--- config.mk ---
export PLATFORM = sky130hd
export DESIGN_NAME = fetch_queue_flat
export DESIGN_NICKNAME = d
export VERILOG_FILES = /design/src/rtl/fetch_queue_pkg.sv /design/src/rtl/fetch_queue_if.sv /design/src/rtl/fetch_queue_ptr_ctrl.sv /design/src/rtl/fetch_queue.sv /design/src/flat_wrapper.sv
export SDC_FILE = /design/constraint.sdc
export NUM_CORES = 1
export LEC_CHECK = 0
export BUFFER_PORTS_ARGS = -buffer_cell sky130_fd_sc_hd__buf_2
export CORE_MARGIN = 5
export CORE_UTILIZATION = 50
export CTS_CLUSTER_SIZE = 40
export DETAILED_ROUTE_END_ITERATION = 16
export PLACE_DENSITY = 0.74
export SYNTH_ARGS = -nofsm -noshare
export SYNTH_HDL_FRONTEND = slang
export SYNTH_SLANG_ARGS = --single-unit
--- constraint.sdc ---
create_clock -name clk -period 3.9 [get_ports clk]
set_input_delay 0.39 -clock clk [delete_from_list [all_inputs] [get_ports clk]]
set_output_delay 0.39 -clock clk [all_outputs]
set_load 0.005 [all_outputs]
--- src/rtl/fetch_queue_pkg.sv ---
// Shared types for the fetch queue: 32-bit data/instruction words, the canonical NOP,
// and the packed entry carried from fetch to decode.
package fetch_queue_pkg;

    typedef logic [31:0] data_t;
    typedef logic [31:0] instr_t;

    localparam instr_t NOP = 32'h0000_0013;

    typedef struct packed {
        data_t  pc;
        data_t  pc_p4;
        instr_t instr;
        logic   taken;
    } fq_entry_t;

endpackage

--- src/rtl/fetch_queue_if.sv ---
// Fetch->decode handshake bundle for fetch_queue; master is the fetch/decode side,
// slave is the queue itself.
interface fetch_queue_if
    import fetch_queue_pkg::*;
#(
    parameter int unsigned DEPTH = 4
) ();

    localparam int unsigned CNT_W = $clog2(DEPTH) + 1;

    logic             flush;
    logic             push_valid;
    logic             push_ready;
    data_t            push_pc;
    data_t            push_pc_p4;
    instr_t           push_instr;
    logic             push_taken;
    logic             pop_valid;
    logic             pop_ready;
    data_t            pop_pc;
    data_t            pop_pc_p4;
    instr_t           pop_instr;
    logic             pop_taken;
    logic [CNT_W-1:0] count;

    modport master (
        output flush, push_valid, push_pc, push_pc_p4, push_instr, push_taken, pop_ready,
        input  push_ready, pop_valid, pop_pc, pop_pc_p4, pop_instr, pop_taken, count
    );

    modport slave (
        input  flush, push_valid, push_pc, push_pc_p4, push_instr, push_taken, pop_ready,
        output push_ready, pop_valid, pop_pc, pop_pc_p4, pop_instr, pop_taken, count
    );

endinterface

--- src/rtl/fetch_queue_ptr_ctrl.sv ---
// Pointer/occupancy bookkeeping for fetch_queue: wrap-around read/write pointers,
// an explicit count so full and empty are never ambiguous, and flush clear.
module fq_ptr_ctrl #(
    parameter int unsigned DEPTH = 4,
    parameter int unsigned PTR_W = $clog2(DEPTH),
    parameter int unsigned CNT_W = $clog2(DEPTH) + 1
) (
    input  logic             clk,
    input  logic             rst_n,
    input  logic             flush,
    input  logic             push_en,
    input  logic             pop_en,
    output logic [PTR_W-1:0] wr_ptr,
    output logic [PTR_W-1:0] rd_ptr,
    output logic [CNT_W-1:0] count,
    output logic             full,
    output logic             empty
);

    logic [PTR_W-1:0] wr_ptr_q, wr_ptr_d;
    logic [PTR_W-1:0] rd_ptr_q, rd_ptr_d;
    logic [CNT_W-1:0] count_q,  count_d;

    always_comb begin
        wr_ptr_d = wr_ptr_q;
        rd_ptr_d = rd_ptr_q;
        count_d  = count_q;
        if (flush) begin
            wr_ptr_d = '0;
            rd_ptr_d = '0;
            count_d  = '0;
        end else begin
            // DEPTH is a power of two, so natural overflow is the modulo wrap.
            if (push_en) wr_ptr_d = wr_ptr_q + PTR_W'(1);
            if (pop_en)  rd_ptr_d = rd_ptr_q + PTR_W'(1);
            if (push_en && !pop_en)      count_d = count_q + CNT_W'(1);
            else if (pop_en && !push_en) count_d = count_q - CNT_W'(1);
        end
    end

    always_ff @(posedge clk or negedge rst_n) begin
        if (!rst_n) begin
            wr_ptr_q <= '0;
            rd_ptr_q <= '0;
            count_q  <= '0;
        end else begin
            wr_ptr_q <= wr_ptr_d;
            rd_ptr_q <= rd_ptr_d;
            count_q  <= count_d;
        end
    end

    assign wr_ptr = wr_ptr_q;
    assign rd_ptr = rd_ptr_q;
    assign count  = count_q;
    assign full   = (count_q == CNT_W'(DEPTH));
    assign empty  = (count_q == '0);

endmodule

--- src/rtl/fetch_queue.sv ---
// Fetch->decode instruction buffer (FIFO of pc/pc+4/instr/taken) with flush.
// Define FETCH_QUEUE_BYPASS_EN to forward a push straight to pop_* while empty.
module fetch_queue
    import fetch_queue_pkg::*;
#(
    parameter int unsigned DEPTH = 4
) (
    input logic          clk,
    input logic          rst_n,
    fetch_queue_if.slave fq
);

    localparam int unsigned PTR_W = $clog2(DEPTH);
    localparam int unsigned CNT_W = $clog2(DEPTH) + 1;

    logic [PTR_W-1:0] wr_ptr, rd_ptr;
    logic [CNT_W-1:0] count;
    logic             full, empty;
    logic             push_fire, pop_fire, write_en, bypass_hit, pop_valid;
    fq_entry_t        push_entry, head;
    fq_entry_t        mem_q [DEPTH];

    fq_ptr_ctrl #(
        .DEPTH (DEPTH),
        .PTR_W (PTR_W),
        .CNT_W (CNT_W)
    ) u_ptr_ctrl (
        .clk     (clk),
        .rst_n   (rst_n),
        .flush   (fq.flush),
        .push_en (write_en),
        .pop_en  (pop_fire),
        .wr_ptr  (wr_ptr),
        .rd_ptr  (rd_ptr),
        .count   (count),
        .full    (full),
        .empty   (empty)
    );

    always_comb begin
        push_entry = '{pc: fq.push_pc, pc_p4: fq.push_pc_p4,
                       instr: fq.push_instr, taken: fq.push_taken};
`ifdef FETCH_QUEUE_BYPASS_EN
        bypass_hit = empty & fq.push_valid & ~fq.flush;
`else
        bypass_hit = 1'b0;
`endif
        push_fire = fq.push_valid & ~full & ~fq.flush;
        pop_fire  = ~empty & fq.pop_ready & ~fq.flush;
        // A bypassed entry consumed in the same cycle never lands in storage.
        write_en  = push_fire & ~(bypass_hit & fq.pop_ready);
        pop_valid = (~empty & ~fq.flush) | bypass_hit;
        head      = bypass_hit ? push_entry : mem_q[rd_ptr];
    end

    always_ff @(posedge clk) begin
        if (write_en) mem_q[wr_ptr] <= push_entry;
    end

    always_comb begin
        fq.push_ready = ~full;
        fq.pop_valid  = pop_valid;
        fq.pop_pc     = pop_valid ? head.pc    : '0;
        fq.pop_pc_p4  = pop_valid ? head.pc_p4 : '0;
        fq.pop_instr  = pop_valid ? head.instr : NOP;
        fq.pop_taken  = pop_valid & head.taken;
        fq.count      = count;
    end

endmodule

--- src/flat_wrapper.sv ---
// flat-port wrapper written by rule: the top's interface ports become plain ports
module fetch_queue_flat import fetch_queue_pkg::*;
#(
    parameter int unsigned DEPTH = 4
)
  (clk, rst_n, fq_flush, fq_push_valid, fq_push_pc, fq_push_pc_p4, fq_push_instr, fq_push_taken, fq_pop_ready, fq_push_ready, fq_pop_valid, fq_pop_pc, fq_pop_pc_p4, fq_pop_instr, fq_pop_taken, fq_count);
  fetch_queue_if #(.DEPTH(DEPTH)) fq_i ();
  input logic clk;
  input logic rst_n;
  input wire logic [$bits(fq_i.flush)-1:0] fq_flush;
  input wire logic [$bits(fq_i.push_valid)-1:0] fq_push_valid;
  input wire logic [$bits(fq_i.push_pc)-1:0] fq_push_pc;
  input wire logic [$bits(fq_i.push_pc_p4)-1:0] fq_push_pc_p4;
  input wire logic [$bits(fq_i.push_instr)-1:0] fq_push_instr;
  input wire logic [$bits(fq_i.push_taken)-1:0] fq_push_taken;
  input wire logic [$bits(fq_i.pop_ready)-1:0] fq_pop_ready;
  output wire logic [$bits(fq_i.push_ready)-1:0] fq_push_ready;
  output wire logic [$bits(fq_i.pop_valid)-1:0] fq_pop_valid;
  output wire logic [$bits(fq_i.pop_pc)-1:0] fq_pop_pc;
  output wire logic [$bits(fq_i.pop_pc_p4)-1:0] fq_pop_pc_p4;
  output wire logic [$bits(fq_i.pop_instr)-1:0] fq_pop_instr;
  output wire logic [$bits(fq_i.pop_taken)-1:0] fq_pop_taken;
  output wire logic [$bits(fq_i.count)-1:0] fq_count;
  assign fq_i.flush = fq_flush;
  assign fq_i.push_valid = fq_push_valid;
  assign fq_i.push_pc = fq_push_pc;
  assign fq_i.push_pc_p4 = fq_push_pc_p4;
  assign fq_i.push_instr = fq_push_instr;
  assign fq_i.push_taken = fq_push_taken;
  assign fq_i.pop_ready = fq_pop_ready;
  assign fq_push_ready = fq_i.push_ready;
  assign fq_pop_valid = fq_i.pop_valid;
  assign fq_pop_pc = fq_i.pop_pc;
  assign fq_pop_pc_p4 = fq_i.pop_pc_p4;
  assign fq_pop_instr = fq_i.pop_instr;
  assign fq_pop_taken = fq_i.pop_taken;
  assign fq_count = fq_i.count;
  fetch_queue #(.DEPTH(DEPTH)) u_core (.clk(clk), .rst_n(rst_n), .fq(fq_i));
endmodule
== Word-level counts from Yosys, hierarchy flattened ==
Memory sizes are Yosys's and may differ from the RTL's.
Index checks and enable logic that the tools add are counted.
W data, S select, Z words.
Operators by class
  $add $sub $neg: 4
  eq/ne operators: 1
  mux-type cells: 12
  bitwise gates (word level): 9
  reduce and logical (&&, ||, !) cells: 8
Operators by type and width (number)
  $mux W32: 3
  $mux W3: 3
  $mux W2: 4
  $and A1 B1 Y1: 6
  $add A2 B1 Y2 const B: 2
  $reduce_bool A2 Y1: 2
  $add A3 B1 Y3 const B: 1
  $eq A3 B3 Y1 const B: 1
  $logic_not A3 Y1: 1
  $not A1 Y1: 3
  $reduce_bool A3 Y1: 1
  $sub A3 B1 Y3 const B: 1
  $logic_and A1 B1 Y1: 2
  $logic_not A1 Y1: 2
  $mux W1: 2
Word-level totals
  bits in registers: 7
  memory bits (writable): 388
  input bits: 102
  output and inout bits: 102
  word-level logic and storage cells: 38
  memories kept: 1
Memories
  u_core.mem_q: words 4, bits a word 97, rd ports 1, clocked after memory_dff 0, wr ports 1, RTL line fetch_queue.sv:21  | fq_entry_t mem_q [DEPTH];

== Depth between registers and ports, before layout ==
Gate-level depths: netlist of the first run.
  depth after elaboration: 9
  depth in mapped cells: 7
  depth with buffers taken out: 6

== Modules after synthesis ==
Synthesis of the first run repeated with hierarchy kept, for this count alone.
Unflattened totals
  cell total of the unflattened synthesis: 763
  area, all modules: 15011.9 um^2
By module, submodules not included
  fetch_queue: instances 1, cells an instance 730, area an instance 14655.3 um^2, seq. area each 11651.2 um^2
  fq_ptr_ctrl: instances 1, cells an instance 33, area an instance 356.6 um^2, seq. area each 175.2 um^2

== Least setup slack after synthesis of the first run ==
No wires, ideal clock.
  path kind: reg2reg
  start point: register u_core.u_ptr_ctrl.count_q[2], in the netlist u_core.u_ptr_ctrl.count[2]
  end point: memory u_core.mem_q[2][0] in the netlist's numbering, enable pin
  setup time: 467 ps
  arrival: 3219 ps
  data required time: 3433 ps
  path slack: 214 ps
  stages on the path, launching flop included: 5
  buffers on the path: 1
  period minus slack after synthesis: 3686 ps
  cell sequence: dfrtp_1 > buf_2 > nor3b_1 > nor3_1 > and2_1
On the way
  cells in the longest elaborated chain, start to end: 6
RTL lines
  from (decl): RTL line fetch_queue_ptr_ctrl.sv:22  | logic [CNT_W-1:0] count_q, count_d;
  from (signal assigned): RTL line fetch_queue_ptr_ctrl.sv:49  | count_q <= count_d;
  $eq A3 B3 Y1: RTL line fetch_queue_ptr_ctrl.sv:56  | assign full = (count_q == CNT_W'(DEPTH));
  $not A1 Y1: RTL line fetch_queue.sv:48  | push_fire = fq.push_valid & ~full & ~fq.flush;
  $and A1 B1 Y1 (2 in a row): RTL line fetch_queue.sv:48
  $mux W1: RTL line fetch_queue.sv:57  | if (write_en) mem_q[wr_ptr] <= push_entry;
  $mux W1 (implied by the code): RTL line fetch_queue.sv:57
  to (decl): RTL line fetch_queue.sv:21
No other way between the ends.

== Worst setup path in the final report of the first run ==
  start point: register u_core.u_ptr_ctrl.count_q[1], in the netlist u_core.u_ptr_ctrl.count[1]
  end point: output port fq_pop_pc[15]
On the way
  cells in the longest elaborated chain, start to end: 4
RTL lines
  $logic_not A3 Y1: RTL line fetch_queue_ptr_ctrl.sv:57  | assign empty = (count_q == '0);
  $not A1 Y1: RTL line fetch_queue.sv:52  | pop_valid = (~empty & ~fq.flush) | bypass_hit;
  $and A1 B1 Y1: RTL line fetch_queue.sv:52
  $mux W32: RTL line fetch_queue.sv:63  | fq.pop_pc = pop_valid ? head.pc : '0;
  to (decl): RTL line flat_wrapper.sv:19  | output wire logic [$bits(fq_i.pop_pc)-1:0] fq_pop_pc;
No other way between the ends.

==> results of run 1 <==
[final timing paths]
path | startpoint | endpoint | depth (start not counted)
worst max-delay path | u_core.u_ptr_ctrl.count[1] | fq_pop_pc[15] | 5
worst min-delay path | fq_push_instr[26] | u_core.mem_q[0][27] | 1
worst max register to register | u_core.u_ptr_ctrl.count[2] | u_core.mem_q[0][68] | 4
worst min register to register | u_core.u_ptr_ctrl.wr_ptr[0] | u_core.u_ptr_ctrl.wr_ptr[0] | 2
max in group asynchronous | rst_n | u_core.u_ptr_ctrl.rd_ptr[1] | 2
min in group asynchronous | rst_n | u_core.u_ptr_ctrl.wr_ptr[1] | 2
[power breakdown]
part	switching [mW]	internal, mW
registers	0.195	4.89
clock network	1.44	2.07
logic	0.935	1.17
total	2.57	8.14
[per-stage QoR]
step	area, um^2	worst slack (ns)	cells	hold WS, ns
global route	17990	0.6907	1322	0.07412
finish	18000	0.8822	1324	0.09018
global placement	16780	1.351	1250	0.2337
detailed placement	16780	1.302	1250	0.2365
CTS	17990	0.8092	1320	0.06691
floorplan	15180	0.2145	677	0.09441
[flip-flops by register name, indices dropped and copies added, names as in the netlist]
| register | cells |
|---|---|
| u_core.mem_q | 388 |
| u_core.u_ptr_ctrl.count | 3 |
| u_core.u_ptr_ctrl.rd_ptr | 2 |
| u_core.u_ptr_ctrl.wr_ptr | 2 |
[Yosys cell counts, types with 3 or more instances]
cell type,instances
buf_2,20
nor2_1,9
dfrtp_1,7
or3_1,3
edfxtp_1,388
buf_6,3
clkbuf_1,13
inv_1,7
and2_1,4
ha_1,4
nor2b_1,82
mux4_2,97
and2b_1,12
[logic make-up after synthesis]
family | synth area share (%)
flops | 77.92
simple gates | 4.913
buf+inv | 1.377
xor+xnor | 0.1154
compound gates | 0.5359
fa+ha+maj | 0.4617
mux | 14.67
[worst max-delay path, stage by stage (launching register included)]
cell and delay, ns:
dfrtp_1 0.47, nor3_1 0.37, or2_4 0.57, buf_12 0.31
and2b_1 0.24, buf_2 0.14
[area by class of cell]
class / instances / area share, %
antenna: 4 / 0.05562
clock buffer: 54 / 6.028
clock inverter: 15 / 0.6466
inverter: 7 / 0.1460
multi-input combinational: 239 / 17.53
sequential: 395 / 65.75
tap: 390 / 2.711
timing repair buffer: 220 / 7.133
[metal layers]
layer	track usage, %	vias to the layer above
li1	-	3228
met1	24.39	3744
met2	27.86	226
met3	3.454	56
met4	4.437	8
met5	0	-
==> results.sh, run 1 <==
export IMPL_row_count=63
export IMPL_final_cell_mix="388 x edfxtp_1, 203 x buf_2, 97 x mux4_2, 82 x nor2b_1, 41 x clkbuf_16"
export IMPL_r2r_slack_ns=1.31
export IMPL_ys_types=33
export IMPL_skew_ns=0.01163
export IMPL_overflow=0
export IMPL_max_slew_margin_pct=48.36
export IMPL_cts_sinks=395
export IMPL_vdd_drop_max_uv=375.5
export IMPL_drt_met1_wl_mm=11.96
export IMPL_synth_seq_area_share_pct=77.92
export IMPL_first_pass_iters=5
export IMPL_fill_cells=2149
export IMPL_post_route_util_pct=60.40
export IMPL_viasPerCell=5.485
export IMPL_grt_setup_unrepaired="false"
export IMPL_grt_usage_pct=17.18
export IMPL_cts_setup_buffers=0
export IMPL_clk_pin_slew_worst_paths_ns=0.06
export IMPL_multi_input_area_um2=3154
export IMPL_crit_arrival_ns=2.63
export IMPL_numCtsBuffers=40
export IMPL_wirelength_mm=28.89
export IMPL_ys_flop_type="edfxtp_1"
export IMPL_gp_congestion=0.7606
export IMPL_hpwl_mm=17.58
export IMPL_area_growth_pct=18.58
export IMPL_p_leak_nw=6.142
export IMPL_antenna_found_initial=6
export IMPL_tightestPinTransition_ns=0.7746
export IMPL_wl_met2_mm=14.38
export IMPL_drive_gt1_share_pct=40.43
export IMPL_grt_pass1_vias=7787
export IMPL_startpoint_type="register"
export IMPL_period_minus_slack_ns=3.018
export IMPL_port_buffers=203
export IMPL_start_util_pct=50.94
export IMPL_post_cts_resized=0
export IMPL_async_flop_share_pct=1.772
export IMPL_avgSynthCellArea_um2=22.42
export IMPL_io_pins=204
export IMPL_synth_warnings=0
export IMPL_cts_tree="done"
export IMPL_hold_viol_final=0
export IMPL_power_mw=10.71
export IMPL_synth_edf_count=388
export IMPL_setup_viol=0
export IMPL_synth_seq_cells=395
export IMPL_die_h_um=184.2
export IMPL_p_per_area_nw_per_um2=595.0
export IMPL_timing_final_crit_share_pct=77.38
export IMPL_routedWlPerCell_um=21.82
export IMPL_root_buffer="clkbuf_16"
export IMPL_synthCells=677
export IMPL_core_region_area_um2=29800
export IMPL_dieArea_um2=33940
export IMPL_htreeDepth=2
export IMPL_drv_cap=0
export IMPL_tns_ns=0
export IMPL_seq_area_um2=11830
export IMPL_synth_area_leaders="edfxtp_1 77%, mux4_2 14%, nor2b_1 3.4%, dfrtp_1 1.2%, buf_2 0.66%"
export IMPL_fmax_mhz=331.4
export IMPL_fin_nets=1010
export IMPL_grt_start_max_net_pins=46
export IMPL_mappedNetlistNets=784
export IMPL_clock_latency_ns=0.51
export IMPL_yosysTopAreaCell="edfxtp_1"
export IMPL_status="complete, no violations"
export IMPL_syn_area_um2=15180
export IMPL_drv_slew=0
export IMPL_crit_fanout=41
export IMPL_yosysTopAreaCellShare_pct=76.77
export IMPL_endpoint_kind="output pin"
export IMPL_drt_iter0_drc=530
export IMPL_wl_met3_mm=1.933
export IMPL_ctsHoldBuffers=1
export IMPL_path_class="register to output pin"
export IMPL_critical_path_required_ns=3.51
export IMPL_die_w_um=184.2
export IMPL_layout_commonest_cell="edfxtp_1"
export IMPL_hold_class="input port to register"
export IMPL_drcViolationCount=0
export IMPL_clock_path_buffers=3
export IMPL_postRouteAntennaNets=0
export IMPL_grt_pass1_wl_mm=44.62
export IMPL_dr_total_vias=7262
export IMPL_top_layer="met5"
Note: power is estimated with default switching activity, not from simulation.
==> inputs of run 2 (changes only) <==
Settings changed: PLACE_DENSITY 0.74 to 0.71.
Clock period 3.9 ns to 2.9 ns, I/O delays scaled along.
==> run 2 against run 1 <==
  * First-iteration DRC count decreased by 4.9%
  * Sequential cell count unchanged
  * Critical path depth decreased by 1
  * Final area increased by 5.5%
  * Sequential power increased by 33%
  * Die area unchanged
  * Clock-buffer cell count increased by 3
  * Total power increased by 36%
  * Combinational power increased by 45%
==> results.sh, run 2 (synthesized netlist as in run 1, its figures left out) <==
export IMPL_status="complete, no violations"
export IMPL_postRouteAntennaNets=0
export IMPL_p_per_area_nw_per_um2=765.2
export IMPL_clock_latency_ns=0.51
export IMPL_grt_setup_unrepaired="false"
export IMPL_power_mw=14.53
export IMPL_regMostFlops="u_core.mem_q"
export IMPL_whs_ns=0.03295
export IMPL_grt_start_max_net_pins=47
export IMPL_drive_gt1_share_pct=37.20
export IMPL_numCtsBuffers=40
export IMPL_die_w_um=184.2
export IMPL_io_pins=204
export IMPL_drcViolationCount=0
export IMPL_p_leak_nw=6.559
export IMPL_fmax_mhz=365.4
export IMPL_skew_ns=0.009305
export IMPL_antenna_found_initial=3
export IMPL_largest_reg_flops=388
export IMPL_tns_ns=0
export IMPL_grt_pass1_wl_mm=46.44
export IMPL_period_minus_slack_ns=2.737
export IMPL_hold_class="input port to register"
export IMPL_dieArea_um2=33940
export IMPL_viasPerCell=5.369
export IMPL_cts_sinks=395
export IMPL_vdd_drop_max_uv=478.3
export IMPL_setup_viol=0
export IMPL_fin_nets=1107
export IMPL_ctsHoldBuffers=92
export IMPL_clk_pin_slew_worst_paths_ns=0.06
export IMPL_cts_setup_buffers=0
export IMPL_root_buffer="clkbuf_16"
export IMPL_cts_tree="done"
export IMPL_clock_path_buffers=3
export IMPL_wirelength_mm=29.91
export IMPL_layout_commonest_cell="edfxtp_1"
export IMPL_tightestPinTransition_ns=0.5386
export IMPL_pre_cts_ws_ns=0.5805
export IMPL_final_cells=1419
export IMPL_timing_final_crit_share_pct=94.38
export IMPL_drt_iter0_drc=504
export IMPL_post_route_util_pct=63.73
export IMPL_hold_viol_final=0
export IMPL_first_pass_iters=5
export IMPL_gp_congestion=0.7236
export IMPL_crit_fanout=32
export IMPL_grt_pass1_vias=8207
export IMPL_dr_total_vias=7619
export IMPL_dpl_instance_area_um2=16860
export IMPL_routedWlPerCell_um=21.07
export IMPL_critical_path_required_ns=2.61
export IMPL_cpPeakStageDelay_ns=0.55
export IMPL_htreeDepth=2
export IMPL_crit_arrival_ns=2.45
export IMPL_max_slew_margin_pct=64.10
export IMPL_setup_ws_ns=0.1630
export IMPL_overflow=0
export IMPL_stdcell_area_um2=18990
export IMPL_drv_cap=0
export IMPL_start_util_pct=50.94
export IMPL_post_cts_resized=0
export IMPL_final_cell_mix="388 x edfxtp_1, 203 x buf_2, 97 x mux4_2, 92 x dlygate4sd3_1, 82 x nor2b_1"
export IMPL_placed_cells=1256
export IMPL_row_count=63
export IMPL_cp_cell_sequence="buf_12, mux4_2, or3_1, buf_2"
export IMPL_cp_slowest_cell="dfrtp_4"
export IMPL_grt_usage_pct=17.71
export IMPL_port_buffers=203
export IMPL_area_growth_pct=25.12
export IMPL_path_class="register to output pin"
export IMPL_endpoint_kind="output pin"
export IMPL_hpwl_mm=18.18
export IMPL_startpoint_type="register"
export IMPL_core_region_area_um2=29800
export IMPL_die_h_um=184.2
export IMPL_drv_slew=0
## run 2: changes by cell type in the layout (fill, tap and decap cells not counted), moves of 2 or more
cell / delta
buf_4: +3
dlygate4sd3_1: +91
clkbuf_1: +3
clkinv_1: -3
buf_12: +3
diode_2: -2
## run 2: cell type report
cell class,instances,area (um^2)
fill,2092,10810
inverter,7,26.28
multi-input combinational,239,3154
antenna,2,5.005
sequential,395,11830
tap,390,488.0
clock buffer,57,1096
timing repair buffer,317,2277
clock inverter,12,108.9
## run 2: final timing paths
kind | from | to | slack, ns | cells past startpoint
worst max-delay path | u_core.u_ptr_ctrl.rd_ptr[0] | fq_pop_instr[1] | 0.16 | 4
worst min-delay path | fq_push_pc_p4[18] | u_core.mem_q[0][51] | 0.03 | 1
worst max register to register | u_core.u_ptr_ctrl.count[2] | u_core.u_ptr_ctrl.count[2] | 0.53 | 6
worst min register to register | u_core.u_ptr_ctrl.wr_ptr[1] | u_core.u_ptr_ctrl.wr_ptr[1] | 0.61 | 2
max in group asynchronous | rst_n | u_core.u_ptr_ctrl.rd_ptr[0] | 2.54 | 2
min in group asynchronous | rst_n | u_core.u_ptr_ctrl.wr_ptr[1] | 0.17 | 2
## run 2: worst max-delay path: cells and delay by family (launching register included)
kind	cells	cell delay (ns)
multiplexers	1	0.54
buffers and inverters	2	0.47
flip-flops	1	0.55
AND/OR/NAND/NOR	1	0.38
## run 2: where the power goes
group          total [mW]  switching (mW)  internal, mW
clock network        4.73            1.93          2.80
logic                3.06            1.40          1.66
registers            6.75           0.162          6.58
total                14.5            3.49          11.0
## run 2: layer usage
layer  GRT usage, %  vias up  part of all wire (%)
met2          29.95      233                    51
met4          4.022        2                   1.6
li1               -     3408                     -
met5              0        -                 0.043
met1          23.93     3935                    41
met3          3.967       41                   6.5
==> inputs of run 3 (changes only) <==
Settings changed: CORE_UTILIZATION 50 to 45, PLACE_DENSITY 0.71 to 0.65.
==> run 3 against run 2 <==
  * Fmax up 0.70%
  * Clock skew up 0.013 ns
  * Setup slack better by 0.019 ns
  * Non-clock buffer count up 8
  * Critical path depth unchanged
  * Clock power up 5.9%
  * Final cell count up 5.1%
  * Via count down 0.18%
  * Sequential share of layout area down 0.88 points
  * Highest routed layer unchanged
==> results.sh, run 3 (synthesized netlist as in run 1, its figures left out) <==
export IMPL_crit_arrival_ns=2.43
export IMPL_crit_fanout=24
export IMPL_largest_reg_flops=388
export IMPL_crit_family="flip-flops"
export IMPL_cts_sinks=395
export IMPL_routedWlPerCell_um=20.76
export IMPL_timing_final_crit_share_pct=93.72
export IMPL_period_minus_slack_ns=2.718
export IMPL_path_class="register to output pin"
export IMPL_root_buffer="clkbuf_16"
export IMPL_hold_viol_final=0
export IMPL_drt_iter0_drc=590
export IMPL_cts_setup_buffers=0
export IMPL_grt_usage_pct=16.35
export IMPL_regMostFlops="u_core.mem_q"
export IMPL_drcViolationCount=0
export IMPL_whs_ns=0.01488
export IMPL_port_buffers=203
export IMPL_startpoint_type="register"
export IMPL_grt_setup_unrepaired="false"
export IMPL_postRouteAntennaNets=0
export IMPL_first_pass_iters=4
export IMPL_fmax_mhz=367.9
export IMPL_fin_nets=1117
export IMPL_tightestPinTransition_ns=0.6568
export IMPL_drv_cap=0
export IMPL_endpoint_kind="output pin"
export IMPL_cp_slowest_cell="dfrtp_4"
export IMPL_grt_pass1_vias=8374
export IMPL_clock_path_buffers=3
export IMPL_core_region_area_um2=33450
export IMPL_numCtsBuffers=42
export IMPL_grt_pass1_wl_mm=48.56
export IMPL_dr_total_vias=7605
export IMPL_cts_tree="done"
export IMPL_r2r_slack_ns=0.45
export IMPL_drive_gt1_share_pct=37.62
export IMPL_path_buf_inv=2
export IMPL_max_slew_margin_pct=56.21
export IMPL_hpwl_mm=19.14
export IMPL_cpPeakStageDelay_ns=0.74
export IMPL_p_leak_nw=6.653
export IMPL_die_w_um=193.7
export IMPL_clock_latency_ns=0.52
export IMPL_die_h_um=193.7
export IMPL_wirelength_mm=30.95
export IMPL_antenna_found_initial=4
export IMPL_drv_slew=0
export IMPL_final_cell_mix="388 x edfxtp_1, 203 x buf_2, 97 x mux4_2, 96 x dlygate4sd3_1, 82 x nor2b_1"
export IMPL_start_util_pct=45.37
export IMPL_dieArea_um2=37500
export IMPL_p_per_area_nw_per_um2=771.5
export IMPL_critical_path_required_ns=2.61
export IMPL_tns_ns=0
export IMPL_hold_class="input port to register"
export IMPL_cp_cell_sequence="buf_4, mux4_2, nor2b_1, buf_2"
export IMPL_viasPerCell=5.101
export IMPL_stdcell_area_um2=19260
export IMPL_grt_start_max_net_pins=55
export IMPL_area_growth_pct=26.91
export IMPL_status="complete, no violations"
export IMPL_dpl_instance_area_um2=17000
export IMPL_layout_commonest_cell="edfxtp_1"
export IMPL_overflow=0
export IMPL_clk_pin_slew_worst_paths_ns=0.06
export IMPL_htreeDepth=2
export IMPL_gp_congestion=0.7501
export IMPL_placed_cells=1318
export IMPL_row_count=67
export IMPL_vdd_drop_max_uv=506.7
export IMPL_skew_ns=0.02221
export IMPL_final_cells=1491
export IMPL_setup_viol=0
export IMPL_post_route_util_pct=57.58
export IMPL_io_pins=204
[run 3: changes by cell type in the layout (fill, tap and decap cells not counted), moves of 2 or more]
cell | before | now
buf_12 | 14 | 17
clkbuf_16 | 41 | 43
clkinv_2 | 5 | 8
clkinv_1 | 4 | 9
clkbuf_1 | 15 | 12
dlygate4sd3_1 | 92 | 96
[run 3: what timing repair did]
item                                    in CTS  in global routing
endpoints found under the hold margin      387                  0
resized for setup                            0                  1
endpoints found under the setup margin       0                 12
hold buffers                                96                  0
[run 3: layout make-up]
cell class | count | area (um^2)
multi-input cells | 239 | 3159
diodes | 1 | 2.502
clock inverters | 21 | 172.7
clock buffers | 55 | 1121
fillers | 2467 | 14190
flip-flops and latches | 395 | 11830
repair buffers | 325 | 2385
inverters | 7 | 26.28
well taps | 448 | 560.5
[run 3: power breakdown]
part / internal, mW / switching, mW / total (mW) / leakage (nW)
combinational: 1.68 / 1.37 / 3.05 / 2.41
sequential: 6.58 / 0.215 / 6.80 / 3.61
clock: 2.98 / 2.03 / 5.01 / 0.636
total: 11.2 / 3.61 / 14.9 / 6.65
[run 3: through the flow]
stage	worst slack, ns	power, mW
2_1_floorplan	0.2817	8.781
3_3_place_gp	0.6620	9.907
5_1_grt	0.01056	15.59
3_5_place_dp	0.5556	9.945
4_1_cts	0.07090	15.09
6_report	0.1820	14.86
[run 3: path summary, 6_finish.rpt]
path / start / end / cells after the start
max: u_core.u_ptr_ctrl.rd_ptr[0] / fq_pop_instr[30] / 4
min: fq_push_pc[27] / u_core.mem_q[2][92] / 1
max reg2reg: u_core.u_ptr_ctrl.count[2] / u_core.u_ptr_ctrl.count[2] / 6
min reg2reg: u_core.u_ptr_ctrl.wr_ptr[1] / u_core.u_ptr_ctrl.wr_ptr[1] / 2
max in group asynchronous: rst_n / u_core.u_ptr_ctrl.rd_ptr[1] / 2
min in group asynchronous: rst_n / u_core.u_ptr_ctrl.count[2] / 2
[run 3: worst reg2reg max path, cell delays in order (launching register included)]
cell and delay, ns:
dfrtp_1 0.51, nor3b_1 0.48, nor4_1 0.12, fa_1 0.47, a21bo_2 0.25, a311oi_1 0.33
o311a_1 0.22
[run 3: metal layers]
metal  wire length, um  global-route usage, %  vias up  share of wire, %
li1                  -                      -     3437                 -
met1             13090                  22.68     3912                42
met2             15400                  26.73      201                50
met3              1859                  4.014       49               6.0
met4               563                  3.645        6               1.8
met5                34                      0        -              0.11
